**config.mk**
```make
export PLATFORM = sky130hd
export DESIGN_NAME = board_writer_flat
export DESIGN_NICKNAME = d
export VERILOG_FILES = /design/src/rtl/checker_pkg.sv /design/src/rtl/board_writer_if.sv /design/src/rtl/move_validator.sv /design/src/rtl/board_writer.sv /design/src/flat_wrapper.sv
export SDC_FILE = /design/constraint.sdc
export NUM_CORES = 1
export LEC_CHECK = 0
export CAP_MARGIN = 20
export CORE_UTILIZATION = 45
export DETAILED_ROUTE_END_ITERATION = 8
export HOLD_SLACK_MARGIN = 0.08
export PLACE_DENSITY = 0.69
export SYNTH_ARGS = -nofsm -noshare
export SYNTH_HDL_FRONTEND = slang
export SYNTH_HIERARCHICAL = 1
export SYNTH_SLANG_ARGS = --single-unit
```
**constraint.sdc**
```tcl
create_clock -name clk -period 7.6 [get_ports clk]
set_input_delay 0.76 -clock clk [delete_from_list [all_inputs] [get_ports clk]]
set_output_delay 0.76 -clock clk [all_outputs]
set_load 0.01 [all_outputs]
```
**src/rtl/checker_pkg.sv**
```systemverilog
// checker_pkg: shared definitions for the checkers board write path.
// Holds piece codes, geometry widths, the board-writer FSM state type,
// square-coordinate helpers and the reset board layout.
package checker_pkg;

  localparam int LOC_W      = 6;   // {row[2:0], col[2:0]}
  localparam int SQ_W       = 3;   // bits per square in the serialized board
  localparam int MOVE_SLOTS = 4;
  localparam int SLOT_W     = 7;   // {valid, loc[5:0]}
  localparam int NUM_SQ     = 64;
  localparam int BOARD_W    = NUM_SQ * SQ_W;

  localparam logic [SQ_W-1:0] EMPTY    = 3'd0;
  localparam logic [SQ_W-1:0] RED_MAN  = 3'd1;
  localparam logic [SQ_W-1:0] RED_KING = 3'd2;
  localparam logic [SQ_W-1:0] BLK_MAN  = 3'd3;
  localparam logic [SQ_W-1:0] BLK_KING = 3'd4;

  typedef enum logic [2:0] {
    S_IDLE,
    S_CHECK,
    S_WRITE,
    S_DONE,
    S_ERR
  } state_t;

  function automatic logic [2:0] loc_row(input logic [LOC_W-1:0] loc);
    return loc[5:3];
  endfunction

  function automatic logic [2:0] loc_col(input logic [LOC_W-1:0] loc);
    return loc[2:0];
  endfunction

  // Absolute row distance between two squares; 2 means a jump.
  function automatic logic [2:0] row_dist(input logic [LOC_W-1:0] a,
                                          input logic [LOC_W-1:0] b);
    return (loc_row(a) > loc_row(b)) ? loc_row(a) - loc_row(b)
                                     : loc_row(b) - loc_row(a);
  endfunction

  // Starting layout: men on the dark squares of the first/last `rows` rows.
  function automatic logic [BOARD_W-1:0] build_board(input int rows);
    logic [BOARD_W-1:0] b;
    int r;
    int c;
    b = '0;
    for (int n = 0; n < NUM_SQ; n++) begin
      r = n / 8;
      c = n % 8;
      if ((r + c) % 2 == 1) begin
        if (r < rows)          b[n*SQ_W +: SQ_W] = RED_MAN;
        else if (r >= 8 - rows) b[n*SQ_W +: SQ_W] = BLK_MAN;
      end
    end
    return b;
  endfunction

  localparam int                 INIT_ROWS_DEF = 3;
  localparam logic [BOARD_W-1:0] INIT_BOARD    = build_board(INIT_ROWS_DEF);

endpackage

```
**src/rtl/board_writer_if.sv**
```systemverilog
// board_writer_if: move-request handshake between the cursor/selection path
// (master) and the board writer (slave).
//   move_valid            one-cycle request strobe
//   src_loc / dst_loc     source / destination square {row, col}
//   legal_move            4 slots of {valid, loc}
//   busy                  writer is processing a request
//   move_done / move_err  one-cycle commit / reject pulses
interface board_writer_if;
  import checker_pkg::*;

  logic                         move_valid;
  logic [LOC_W-1:0]             src_loc;
  logic [LOC_W-1:0]             dst_loc;
  logic [MOVE_SLOTS*SLOT_W-1:0] legal_move;
  logic                         busy;
  logic                         move_done;
  logic                         move_err;

  modport master (
    output move_valid, src_loc, dst_loc, legal_move,
    input  busy, move_done, move_err
  );

  modport slave (
    input  move_valid, src_loc, dst_loc, legal_move,
    output busy, move_done, move_err
  );

endinterface

```
**src/rtl/move_validator.sv**
```systemverilog
// move_validator: purely combinational legality check of a latched move.
//   board       current serialized board
//   turn        side to move (0 red, 1 black)
//   src / dst   move squares
//   legal_move  candidate destination slots {valid, loc}
//   legal       move may be applied
module move_validator
  import checker_pkg::*;
(
  input  logic [BOARD_W-1:0]             board,
  input  logic                           turn,
  input  logic [LOC_W-1:0]               src,
  input  logic [LOC_W-1:0]               dst,
  input  logic [MOVE_SLOTS*SLOT_W-1:0]   legal_move,
  output logic                           legal
);

  logic [SQ_W-1:0] src_pc;
  logic [SQ_W-1:0] dst_pc;
  logic            own;
  logic            hit;

  always_comb begin
    src_pc = board[int'(src)*SQ_W +: SQ_W];
    dst_pc = board[int'(dst)*SQ_W +: SQ_W];
    own    = turn ? (src_pc == BLK_MAN || src_pc == BLK_KING)
                  : (src_pc == RED_MAN || src_pc == RED_KING);
    hit    = 1'b0;
    for (int k = 0; k < MOVE_SLOTS; k++) begin
      if (legal_move[k*SLOT_W + LOC_W] && legal_move[k*SLOT_W +: LOC_W] == dst)
        hit = 1'b1;
    end
    legal = own && (dst_pc == EMPTY) && hit && (src != dst);
  end

endmodule

```
**src/rtl/board_writer.sv**
```systemverilog
// board_writer: write side of the serialized checkers board.
// Latches a move request, validates it, applies it to the 64-square board
// (relocate, capture, promote), then toggles the side to move.
//   clk, rst          clock, synchronous active-high reset
//   bus               request/status handshake (slave side)
//   serialized_board  square n at bits [3n+2:3n], registered
//   turn              side to move (0 red, 1 black)
//   turn_count        committed moves, wraps
module board_writer
  import checker_pkg::*;
#(
  parameter int INIT_ROWS = 3,
  parameter int TURN_W    = 8
) (
  input  logic                clk,
  input  logic                rst,
  board_writer_if.slave       bus,
  output logic [BOARD_W-1:0]  serialized_board,
  output logic                turn,
  output logic [TURN_W-1:0]   turn_count
);

  localparam logic [BOARD_W-1:0] RESET_BOARD =
    (INIT_ROWS == INIT_ROWS_DEF) ? INIT_BOARD : build_board(INIT_ROWS);

  state_t                       state, state_nx;
  logic [LOC_W-1:0]             src_q, dst_q;
  logic [MOVE_SLOTS*SLOT_W-1:0] moves_q;
  logic                         legal;
  logic [BOARD_W-1:0]           board_nx;
  logic [SQ_W-1:0]              piece;
  logic [LOC_W-1:0]             mid_loc;

  move_validator u_validator (
    .board      (serialized_board),
    .turn       (turn),
    .src        (src_q),
    .dst        (dst_q),
    .legal_move (moves_q),
    .legal      (legal)
  );

  // NOTE: every variable written here gets a default first, so no path
  // leaves it unassigned and no latch is inferred.
  always_comb begin
    state_nx      = state;
    bus.busy      = (state != S_IDLE);
    bus.move_done = 1'b0;
    bus.move_err  = 1'b0;
    unique case (state)
      S_IDLE:  if (bus.move_valid) state_nx = S_CHECK;
      S_CHECK: state_nx = legal ? S_WRITE : S_ERR;
      S_WRITE: state_nx = S_DONE;
      S_DONE: begin
        bus.move_done = 1'b1;
        state_nx      = S_IDLE;
      end
      S_ERR: begin
        bus.move_err = 1'b1;
        state_nx     = S_IDLE;
      end
      default: state_nx = S_IDLE;
    endcase
  end

  // Board after the latched move. Promotion replaces the copied code; a
  // king is never matched by the man comparisons, so it cannot be demoted.
  always_comb begin
    piece = serialized_board[int'(src_q)*SQ_W +: SQ_W];
    if (piece == RED_MAN && loc_row(dst_q) == 3'd7)
      piece = RED_KING;
    else if (piece == BLK_MAN && loc_row(dst_q) == 3'd0)
      piece = BLK_KING;
    // Jumped square is the index midpoint of source and destination.
    mid_loc  = LOC_W'((int'(src_q) + int'(dst_q)) >> 1);
    board_nx = serialized_board;
    board_nx[int'(src_q)*SQ_W +: SQ_W] = EMPTY;
    if (row_dist(src_q, dst_q) == 3'd2)
      board_nx[int'(mid_loc)*SQ_W +: SQ_W] = EMPTY;
    board_nx[int'(dst_q)*SQ_W +: SQ_W] = piece;
  end

  // NOTE: sequential state uses non-blocking assignments so every register
  // samples pre-edge values regardless of statement order.
  always_ff @(posedge clk) begin
    if (rst) begin
      state            <= S_IDLE;
      // NOTE: the board is state the game depends on, so it is reset
      // explicitly to the opening layout rather than left undefined.
      serialized_board <= RESET_BOARD;
      turn             <= 1'b0;
      turn_count       <= '0;
      src_q            <= '0;
      dst_q            <= '0;
      moves_q          <= '0;
    end else begin
      state <= state_nx;
      if (state == S_IDLE && bus.move_valid) begin
        src_q   <= bus.src_loc;
        dst_q   <= bus.dst_loc;
        moves_q <= bus.legal_move;
      end
      if (state == S_WRITE)
        serialized_board <= board_nx;
      if (state == S_DONE) begin
        turn       <= ~turn;
        turn_count <= turn_count + 1'b1;
      end
    end
  end

endmodule
```
**src/flat_wrapper.sv**
```systemverilog
// flat-port wrapper written by rule: the top's interface ports become plain ports
module board_writer_flat import checker_pkg::*;
#(
  parameter int INIT_ROWS = 3,
  parameter int TURN_W    = 8
)
  (clk, rst, serialized_board, turn, turn_count, bus_move_valid, bus_src_loc, bus_dst_loc, bus_legal_move, bus_busy, bus_move_done, bus_move_err);
  board_writer_if bus_i ();
  input  logic clk;
  input  logic rst;
  output logic [BOARD_W-1:0] serialized_board;
  output logic turn;
  output logic [TURN_W-1:0] turn_count;
  input wire logic [$bits(bus_i.move_valid)-1:0] bus_move_valid;
  input wire logic [$bits(bus_i.src_loc)-1:0] bus_src_loc;
  input wire logic [$bits(bus_i.dst_loc)-1:0] bus_dst_loc;
  input wire logic [$bits(bus_i.legal_move)-1:0] bus_legal_move;
  output wire logic [$bits(bus_i.busy)-1:0] bus_busy;
  output wire logic [$bits(bus_i.move_done)-1:0] bus_move_done;
  output wire logic [$bits(bus_i.move_err)-1:0] bus_move_err;
  assign bus_i.move_valid = bus_move_valid;
  assign bus_i.src_loc = bus_src_loc;
  assign bus_i.dst_loc = bus_dst_loc;
  assign bus_i.legal_move = bus_legal_move;
  assign bus_busy = bus_i.busy;
  assign bus_move_done = bus_i.move_done;
  assign bus_move_err = bus_i.move_err;
  board_writer #(.INIT_ROWS(INIT_ROWS), .TURN_W(TURN_W)) u_core (.clk(clk), .rst(rst), .bus(bus_i), .serialized_board(serialized_board), .turn(turn), .turn_count(turn_count));
endmodule
```
Word level (Yosys, flattened, before mapping)
Index checks and enable logic that the tools add are counted.
{"block": "totals", "mem_bits_rw": 0, "out_inout_bits": 204, "input_bits": 43, "mem_count": 0, "latch_bits": 0, "rom_bits": 0, "ff_bits": 244}
{"block": "op_classes", "eq_ne": 16, "n_shift": 8, "div_mod_pow": 0, "addsub": 7, "n_bitwise": 1, "order_cmp": 1, "n_reduce_logical": 16, "multipliers": 3, "mux": 17}
{"op": "192-bit bitwise mux", "n": 3}
{"op": "3-bit by 33-bit variable shift with 192-bit output, first input constant", "n": 3}
{"op": "192-bit by 32-bit variable part select with 3-bit output", "n": 2}
{"op": "3-bit by 33-bit variable part select with 192-bit output, first input constant", "n": 2}
{"op": "192-bit 2-to-1 mux", "n": 1}
{"op": "3-bit by 33-bit variable part select with 192-bit output", "n": 1}
{"op": "32-bit negation with 33-bit output", "n": 3}
{"op": "6-bit equality test", "n": 4}
{"op": "6-bit by 2-bit multiplier with 8-bit output, second input constant", "n": 3}
{"op": "3-bit by 2-bit equality test with 1-bit output, second input constant", "n": 5}
{"op": "3-bit 2-to-1 mux", "n": 5}
{"op": "1-bit logical AND", "n": 10}
{"op": "3-bit equality test, second input constant", "n": 3}
{"op": "3-bit zero test", "n": 3}
{"op": "3-bit one-hot mux with 3 select lines", "n": 1}
{"op": "8-bit by 1-bit adder with 8-bit output, second input constant", "n": 1}
{"op": "6-bit by 6-bit adder with 7-bit output", "n": 1}
{"op": "1-bit 2-to-1 mux", "n": 7}
{"op": "3-bit by 1-bit equality test with 1-bit output, second input constant", "n": 2}
{"op": "6-bit inequality test", "n": 1}
{"op": "3-bit subtractor", "n": 2}
{"op": "3-bit greater-than comparator", "n": 1}
{"op": "3-bit nonzero test", "n": 1}
{"op": "1-bit logical OR", "n": 2}
{"op": "2 further kinds", "n": 2}

Depth between registers and ports, before layout
Gate-level depths: netlist of the first run.
{"block": "logic_depth", "ltp_word": 10, "ltp_mapped": 15, "ltp_nobuf": 12}

Cells and area by module
The synthesis of the first run kept the hierarchy.
{"mod": "board_writer", "cells_per_inst": 1565, "instances": 1, "area_each_um2": 13095.1}
{"mod": "move_validator", "cells_per_inst": 327, "instances": 1, "area_each_um2": 2944.1}

Worst setup path before layout of the first run
No wires, ideal clock.
{"block": "synth_path", "path_kind": "reg-to-reg", "from": "register u_core.src_q[4]", "to": "register u_core.serialized_board[153]", "path_slack_ns": 3.887, "n_path_buf": 3, "stages_incl_launch_ff": 13, "t_arrival_ns": 3.591, "required_ns": 7.478, "setup_time_ns": 0.122, "period_less_slack_ns": 3.713, "path_cell_list": "dfxtp_1 > clkbuf_1 > inv_1 > clkbuf_1 > ha_1 > nor3b_1 > or4_1 > nor3_1 > buf_2 > nand4_1 > a21oi_2 > a22oi_1 > a221o_1"}
{"block": "synth_via", "elab_chain_len": 8, "word_cells_on_any_way": 26}
{"item": "from (decl)", "line_no": "board_writer.sv:27", "source": "logic [LOC_W-1:0] src_q, dst_q;"}
{"item": "from (signal assigned)", "line_no": "board_writer.sv:99", "source": "src_q <= bus.src_loc;"}
{"item": "branches (longest 7 deep; another with 32-bit negation with 33-bit output)"}
{"item": "192-bit bitwise mux *", "line_no": "board_writer.sv:80", "source": "board_nx[int'(dst_q)*SQ_W +: SQ_W] = piece;"}
{"item": "to (signal assigned)", "line_no": "board_writer.sv:104", "source": "serialized_board <= board_nx;"}
{"item": "to (decl)", "line_no": "board_writer.sv:18", "source": "output logic [BOARD_W-1:0] serialized_board,"}
Mark *: on every way between the ends.
A chain may end at the register's enable or synchronous reset.

Final worst setup path of the first run
{"block": "layout_path", "from": "register u_core.src_q[0]", "to": "register u_core.serialized_board[123]"}
The elaborated chain is that of the path after synthesis.

==> impl_metrics.toml, run 1 <==
[routing]
wire_per_inst_um = 31.7
post-route-drc-count = 0
dr.pass1.iters = 8
ant_nets = 0
drt-initial-drc-count = 3268
vias = 17800
viasPerCell = 7.02
drt_wl_total_um = 80400

[synthesis]
yosysSeqAreaShare_pct = 30.5
synth_compound_area_share_pct = 24.3
yosys_warnings = 6
synth_ff_type = "dfxtp_1"
synth.cell_area_um2 = 16000
yosysTopAreaCell = "dfxtp_1"
synth_seq_cells = 244
muxShareOfSynthArea_pct = 15.4
synth.distinct_cells = 89
syn_nets = 1961
synth_cells = 1892
netlist.area_leader.share_pct = 30.5
synth.avg_cell_area_um2 = 8.48
yosys-top-cells-count = "247 x nand2_1, 244 x dfxtp_1, 146 x o22ai_1"
synth_area_leaders = "dfxtp_1 30%, mux4_2 12%, nand2_1 5.8%"
yosysMostFrequentCell = "nand2_1"
synth_edf_count = 0
synth_xor_area_share_pct = 2.68
synthAdderAreaFrac_pct = 2.17
async_flop_share_pct = 0
synth_simple_gate_area_share_pct = 18.1
synth_top_family_by_area = "compound AO/OA/AOI/OAI gates"

[floorplanning]
fp.coreArea_um2 = 34800
die-area_um2 = 36400
chipHeight_um = 191
row_count = 68
start_util_pct = 46.1
ios = 247
die-width_um = 191

[final_layout]
synthToLayoutAreaGrowth_pct = 23.0
nets = 2127
antenna_cells = 0
drive_above_1_share_pct = 10.5
fill_cells = 3183
ff_latch_area_um2 = 4900
multi_input_area_um2 = 10000

[global_routing]
grt_pass1_vias = 16300
grt_pass1_wl_um = 114000
grt_usage_pct = 43.1
overflow = 0
grt_max_degree = 63
antenna_found_initial = 1

[worst_hold_path]
hold_path.startpoint = "u_core/moves_q[19]$_SDFFE_PP0P_"
whs_endpoint = "u_core/moves_q[19]$_SDFFE_PP0P_"
whs_path_depth = 2
hold_path.class = "reg2reg"

[critical_path]
cp_slowest_stage_delay_ns = 0.94
path_cells = "buf_4 -> mux4_2 -> a32o_1 -> or4_4 -> nor3_4 -> mux2i_1 -> a21o_2 -> buf_4 -> o22ai_1"
cpMostUsedCell = "buf_4"
end_kind = "flop"
cp_data_required_time_ns = 8.01
r2r_start = "u_core/src_q[0]$_SDFFE_PP0P_"
criticalPathCategory = "reg2reg"
worstReg2RegEnd = "u_core/serialized_board[123]$_SDFFE_PP0N_"
startpoint_type = "flop"
path_max_fanout = 48
rr_worst_depth = 9
r2r_setup_slack_ns = 2.39
cpMaxStageDelayCell = "dfxtp_4"
cp.arrival_ns = 5.63

[sta]
fin_skew_ns = 0.0148
max_slew_margin_pct = 14.6
finalHoldViolCount = 0
period_minus_slack_ns = 5.21
grt_setup_unrepaired = "false"
drv_slew = 0
max_freq_mhz = 192
setup_viol = 0
tns_ns = 0
final.period_utilization_pct = 68.6
tightest_slew_ns = 1.28

[clock_tree]
root_buffer = "clkbuf_16"
clk-insertion-delay-late_ns = 0.56
ctsResizeCount = 0
clock_path_buffers = 3
cts_buffers = 28
clk_pin_slew_ns = 0.06
hold_buffers = 0
cts_max_level = 1
cts_sinks = 244
cts_tree = "built"
post_cts_buffers = 0

[placed_design]
numPortBuffers = 246
place.gp.congestion = 1.05
place.detailed.hpwl_um = 59100

[pwr]
p_leak_nw = 6.34
finalPower_mw = 3.63
p_per_area_nw_per_um2 = 184
vdd_drop_max_v = 0.000191

[flow_run]
drv_cap = 0

[outcome]
run_status = "completed"
==> area by class of cell <==
cell class              count  area share (%)
multi-input cells        1390            50.9
flip-flops and latches    244            24.8
repair buffers            283            13.9
clock buffers              40            4.45
well taps                 455            2.89
inverters                 111            2.11
clock inverters            12           0.913
==> stage by stage <==
stage	hold WS, ns	utilization, %	cells	area, um^2	setup WS (ns)
global placement	0.445	53.6	2480	18600	2.45
finish	0.466	56.7	2535	19700	2.39
CTS	0.468	56.7	2534	19700	2.43
detailed placement	0.458	53.6	2482	18700	2.44
global route	0.493	56.7	2535	19700	2.19
floorplan	0.437	-	1892	16000	3.89
==> worst max path at each step <==
| stage | start | endpoint | slack, ns | cells after the start |
|---|---|---|---|---|
| after detailed placement | u_core/src_q[0]$_SDFFE_PP0P_ | u_core/serialized_board[123]$_SDFFE_PP0N_ | 2.44 | 9 |
| final | u_core/src_q[0]$_SDFFE_PP0P_ | u_core/serialized_board[123]$_SDFFE_PP0N_ | 2.39 | 9 |
| after floorplan | u_core/src_q[4]$_SDFFE_PP0P_ | u_core/serialized_board[153]$_SDFFE_PP1N_ | 3.89 | 12 |
| after global routing | u_core/src_q[0]$_SDFFE_PP0P_ | u_core/serialized_board[129]$_SDFFE_PP0N_ | 2.19 | 9 |
| after global placement | u_core/src_q[0]$_SDFFE_PP0P_ | u_core/serialized_board[38]$_SDFFE_PP0N_ | 2.45 | 9 |
| after CTS | u_core/src_q[0]$_SDFFE_PP0P_ | u_core/serialized_board[123]$_SDFFE_PP0N_ | 2.43 | 9 |
==> placed cells by master, fill, tap and decap left out, types with 34 or more instances in the layout <==
cell / netlist / layout
a21oi_1: 129 / 129
a22oi_1: 34 / 34
buf_4: 11 / 37
clkdlybuf4s50_1: 0 / 245
dfxtp_1: 244 / 238
inv_1: 111 / 111
mux2i_1: 46 / 46
mux4_2: 84 / 84
nand2_1: 247 / 247
nand3_1: 47 / 47
nor2_1: 84 / 84
nor3_1: 47 / 46
o21ai_0: 59 / 59
o22ai_1: 146 / 146
==> state kept, by name, summed over array words and instances, names as in the netlist <==
register                 flops
u_core/src_q                 6
u_core/state                 3
u_core/serialized_board    192
u_core/turn                  1
u_core/moves_q              28
u_core/turn_count            8
u_core/dst_q                 6
==> power by group <==
group	leakage, nW	internal (mW)	switching, mW	total (mW)
logic	3.84	0.238	0.543	0.781
clock network	0.524	0.939	0.584	1.52
registers	1.98	1.29	0.0346	1.33
==> routing by layer <==
metal,vias to the layer above,share of wire (%),track usage (%),wire [um]
li1,7501,-,-,-
met1,8617,39,59.1,31300
met2,1407,42,63.6,34100
met3,268,12,7.99,9740
met4,2,6.6,23.4,5310
met5,-,0.024,0,19
==> logic make-up after synthesis <==
group,count (synthesis)
XOR/XNOR,49
flip-flops,244
AND/OR/NAND/NOR,596
multiplexers,137
buffers and inverters,258
adder cells (fa/ha/maj),26
AO/OA/AOI/OAI,582
==> worst max-delay path: cells and delay by family, from the launching register on <==
family          cells  cell delay (ns)
mux                 2             0.87
buf+inv             2             1.26
compound gates      3             1.13
simple gates        2             0.77
flops               1             0.94
Power figures use the tool's default switching activity.
==> run 2, diff against run 1 <==
==> constraint.sdc (replaced) <==
create_clock -name clk -period 5.2 [get_ports clk]
set_input_delay 0.52 -clock clk [delete_from_list [all_inputs] [get_ports clk]]
set_output_delay 0.52 -clock clk [all_outputs]
set_load 0.01 [all_outputs]
==> run 2 against run 1 <==
Net effect: sequential power rose by 46%; maximum frequency rose by 21%; non-clock buffer count rose by 27; global-route usage rose by 0.36 points; critical path type unchanged; largest power group unchanged.
==> impl_metrics.toml, run 2 (synthesized netlist as in run 1, its figures left out) <==
[clock_tree]
clk-insertion-delay-late_ns = 0.58
cts_tree = "built"
hold_buffers = 0
clk_pin_slew_ns = 0.06
clock_path_buffers = 3
cts_max_level = 1
post_cts_buffers = 0
root_buffer = "clkbuf_16"
cts_buffers = 29
cts_sinks = 244
ctsResizeCount = 0

[critical_path]
rr_worst_depth = 10
path_max_fanout = 32
cp_data_required_time_ns = 5.63
criticalPathCategory = "reg2reg"
end_kind = "flop"
cp.arrival_ns = 4.76
startpoint_type = "flop"

[outcome]
run_status = "completed"

[routing]
post-route-drc-count = 0
wire_per_inst_um = 31.5
dr.pass1.iters = 6
drt-initial-drc-count = 2580
vias = 17900
ant_nets = 0
viasPerCell = 6.99
drt_wl_total_um = 80800

[sta]
max_freq_mhz = 231
worst_slack_ns = 0.875
setup_viol = 0
period_minus_slack_ns = 4.32
drv_slew = 0
max_slew_margin_pct = 20.2
tightest_slew_ns = 1.19
tns_ns = 0
grt_setup_unrepaired = "false"
fin_skew_ns = 0.0380
finalHoldViolCount = 0
final.period_utilization_pct = 83.2

[placed_design]
numPortBuffers = 246
place.gp.congestion = 1.07
place_ws_ns = 0.954
place.detailed.hpwl_um = 60600

[global_routing]
grt_pass1_vias = 16700
grt_usage_pct = 43.4
grt_max_degree = 78
grt_pass1_wl_um = 115000
overflow = 0
antenna_found_initial = 1

[final_layout]
drive_above_1_share_pct = 11.5
fill_cells = 3184
reg_top3 = "u_core/serialized_board x192, u_core/moves_q x28, u_core/turn_count x8"
antenna_cells = 0
layout_common_cells = "247 x nand2_1, 245 x clkdlybuf4s50_1, 238 x dfxtp_1"
largest_reg_flops = 192
ff_latch_area_um2 = 4900
synthToLayoutAreaGrowth_pct = 24.2
top_register = "u_core/serialized_board"
nets = 2155
multi_input_area_um2 = 10000
fin_util_pct = 57.2
layout_commonest_cell = "nand2_1"

[pwr]
p_switching_mw = 1.70
p_per_area_nw_per_um2 = 260
finalPower_mw = 5.17
power_frac_comb_pct = 22.9
swShare_pct = 32.9
vdd_drop_max_v = 0.000229
p_leak_nw = 6.45
power_frac_clock_pct = 39.7
pwr-share-seq_pct = 37.4
p_int_mw = 3.47

[worst_hold_path]
hold_path.class = "reg2reg"
whs_path_depth = 2

[flow_run]
drv_cap = 0

[floorplanning]
die-width_um = 191
chipHeight_um = 191
die-area_um2 = 36400
row_count = 68
ios = 247
start_util_pct = 46.1
fp.coreArea_um2 = 34800
[run 2: metal layers]
| layer | routed length (um) | up-vias | global-route usage (%) |
|---|---|---|---|
| li1 | - | 7565 | - |
| met1 | 30800 | 8671 | 57.0 |
| met2 | 34500 | 1394 | 64.5 |
| met3 | 10100 | 294 | 11.6 |
| met4 | 5400 | 2 | 23.8 |
| met5 | 19 | - | 0 |
[run 2: final timing paths]
check / start / endpoint / slack (ns)
worst min register to register: u_core/moves_q[13]$_SDFFE_PP0P_ / u_core/moves_q[13]$_SDFFE_PP0P_ / 0.46
worst min-delay path: u_core/moves_q[13]$_SDFFE_PP0P_ / u_core/moves_q[13]$_SDFFE_PP0P_ / 0.46
worst max-delay path: u_core/src_q[0]$_SDFFE_PP0P_ / u_core/serialized_board[21]$_SDFFE_PP1N_ / 0.88
worst max register to register: u_core/src_q[0]$_SDFFE_PP0P_ / u_core/serialized_board[21]$_SDFFE_PP1N_ / 0.88
[run 2: final cells by class]
type	instances	area share [%]
multi-input combinational	1390	50.4
sequential	244	24.6
timing repair buffer	310	15.1
clock buffer	44	4.38
tap	455	2.86
inverter	111	2.09
clock inverter	10	0.478
[run 2: worst max-delay path, stage by stage, from the launching register on]
cell and delay (ns):
dfxtp_4 0.69, inv_1 0.12, nor2_1 0.15, fa_1 0.53
inv_1 0.18, ha_1 0.52, inv_1 0.25, o41a_1 0.61
or2_2 0.35, o21ai_1 0.50, o221ai_1 0.23
[run 2: per-stage QoR]
stage          cells  hold WS (ns)  instance area [um^2]
6_report        2564         0.464                 19900
5_1_grt         2564         0.477                 19900
4_1_cts         2564         0.470                 19900
3_5_place_dp    2510         0.459                 18900
3_3_place_gp    2510         0.444                 18900
2_1_floorplan   1892         0.437                 16000
[run 2: power groups by stage]
stage,registers [mW],clock network (mW),logic (mW)
floorplan,1.95,0,0.760
global placement,1.97,0,1.13
detailed placement,1.98,0,1.14
CTS,1.93,2.06,1.14
global route,1.94,2.15,1.23
finish,1.94,2.05,1.19
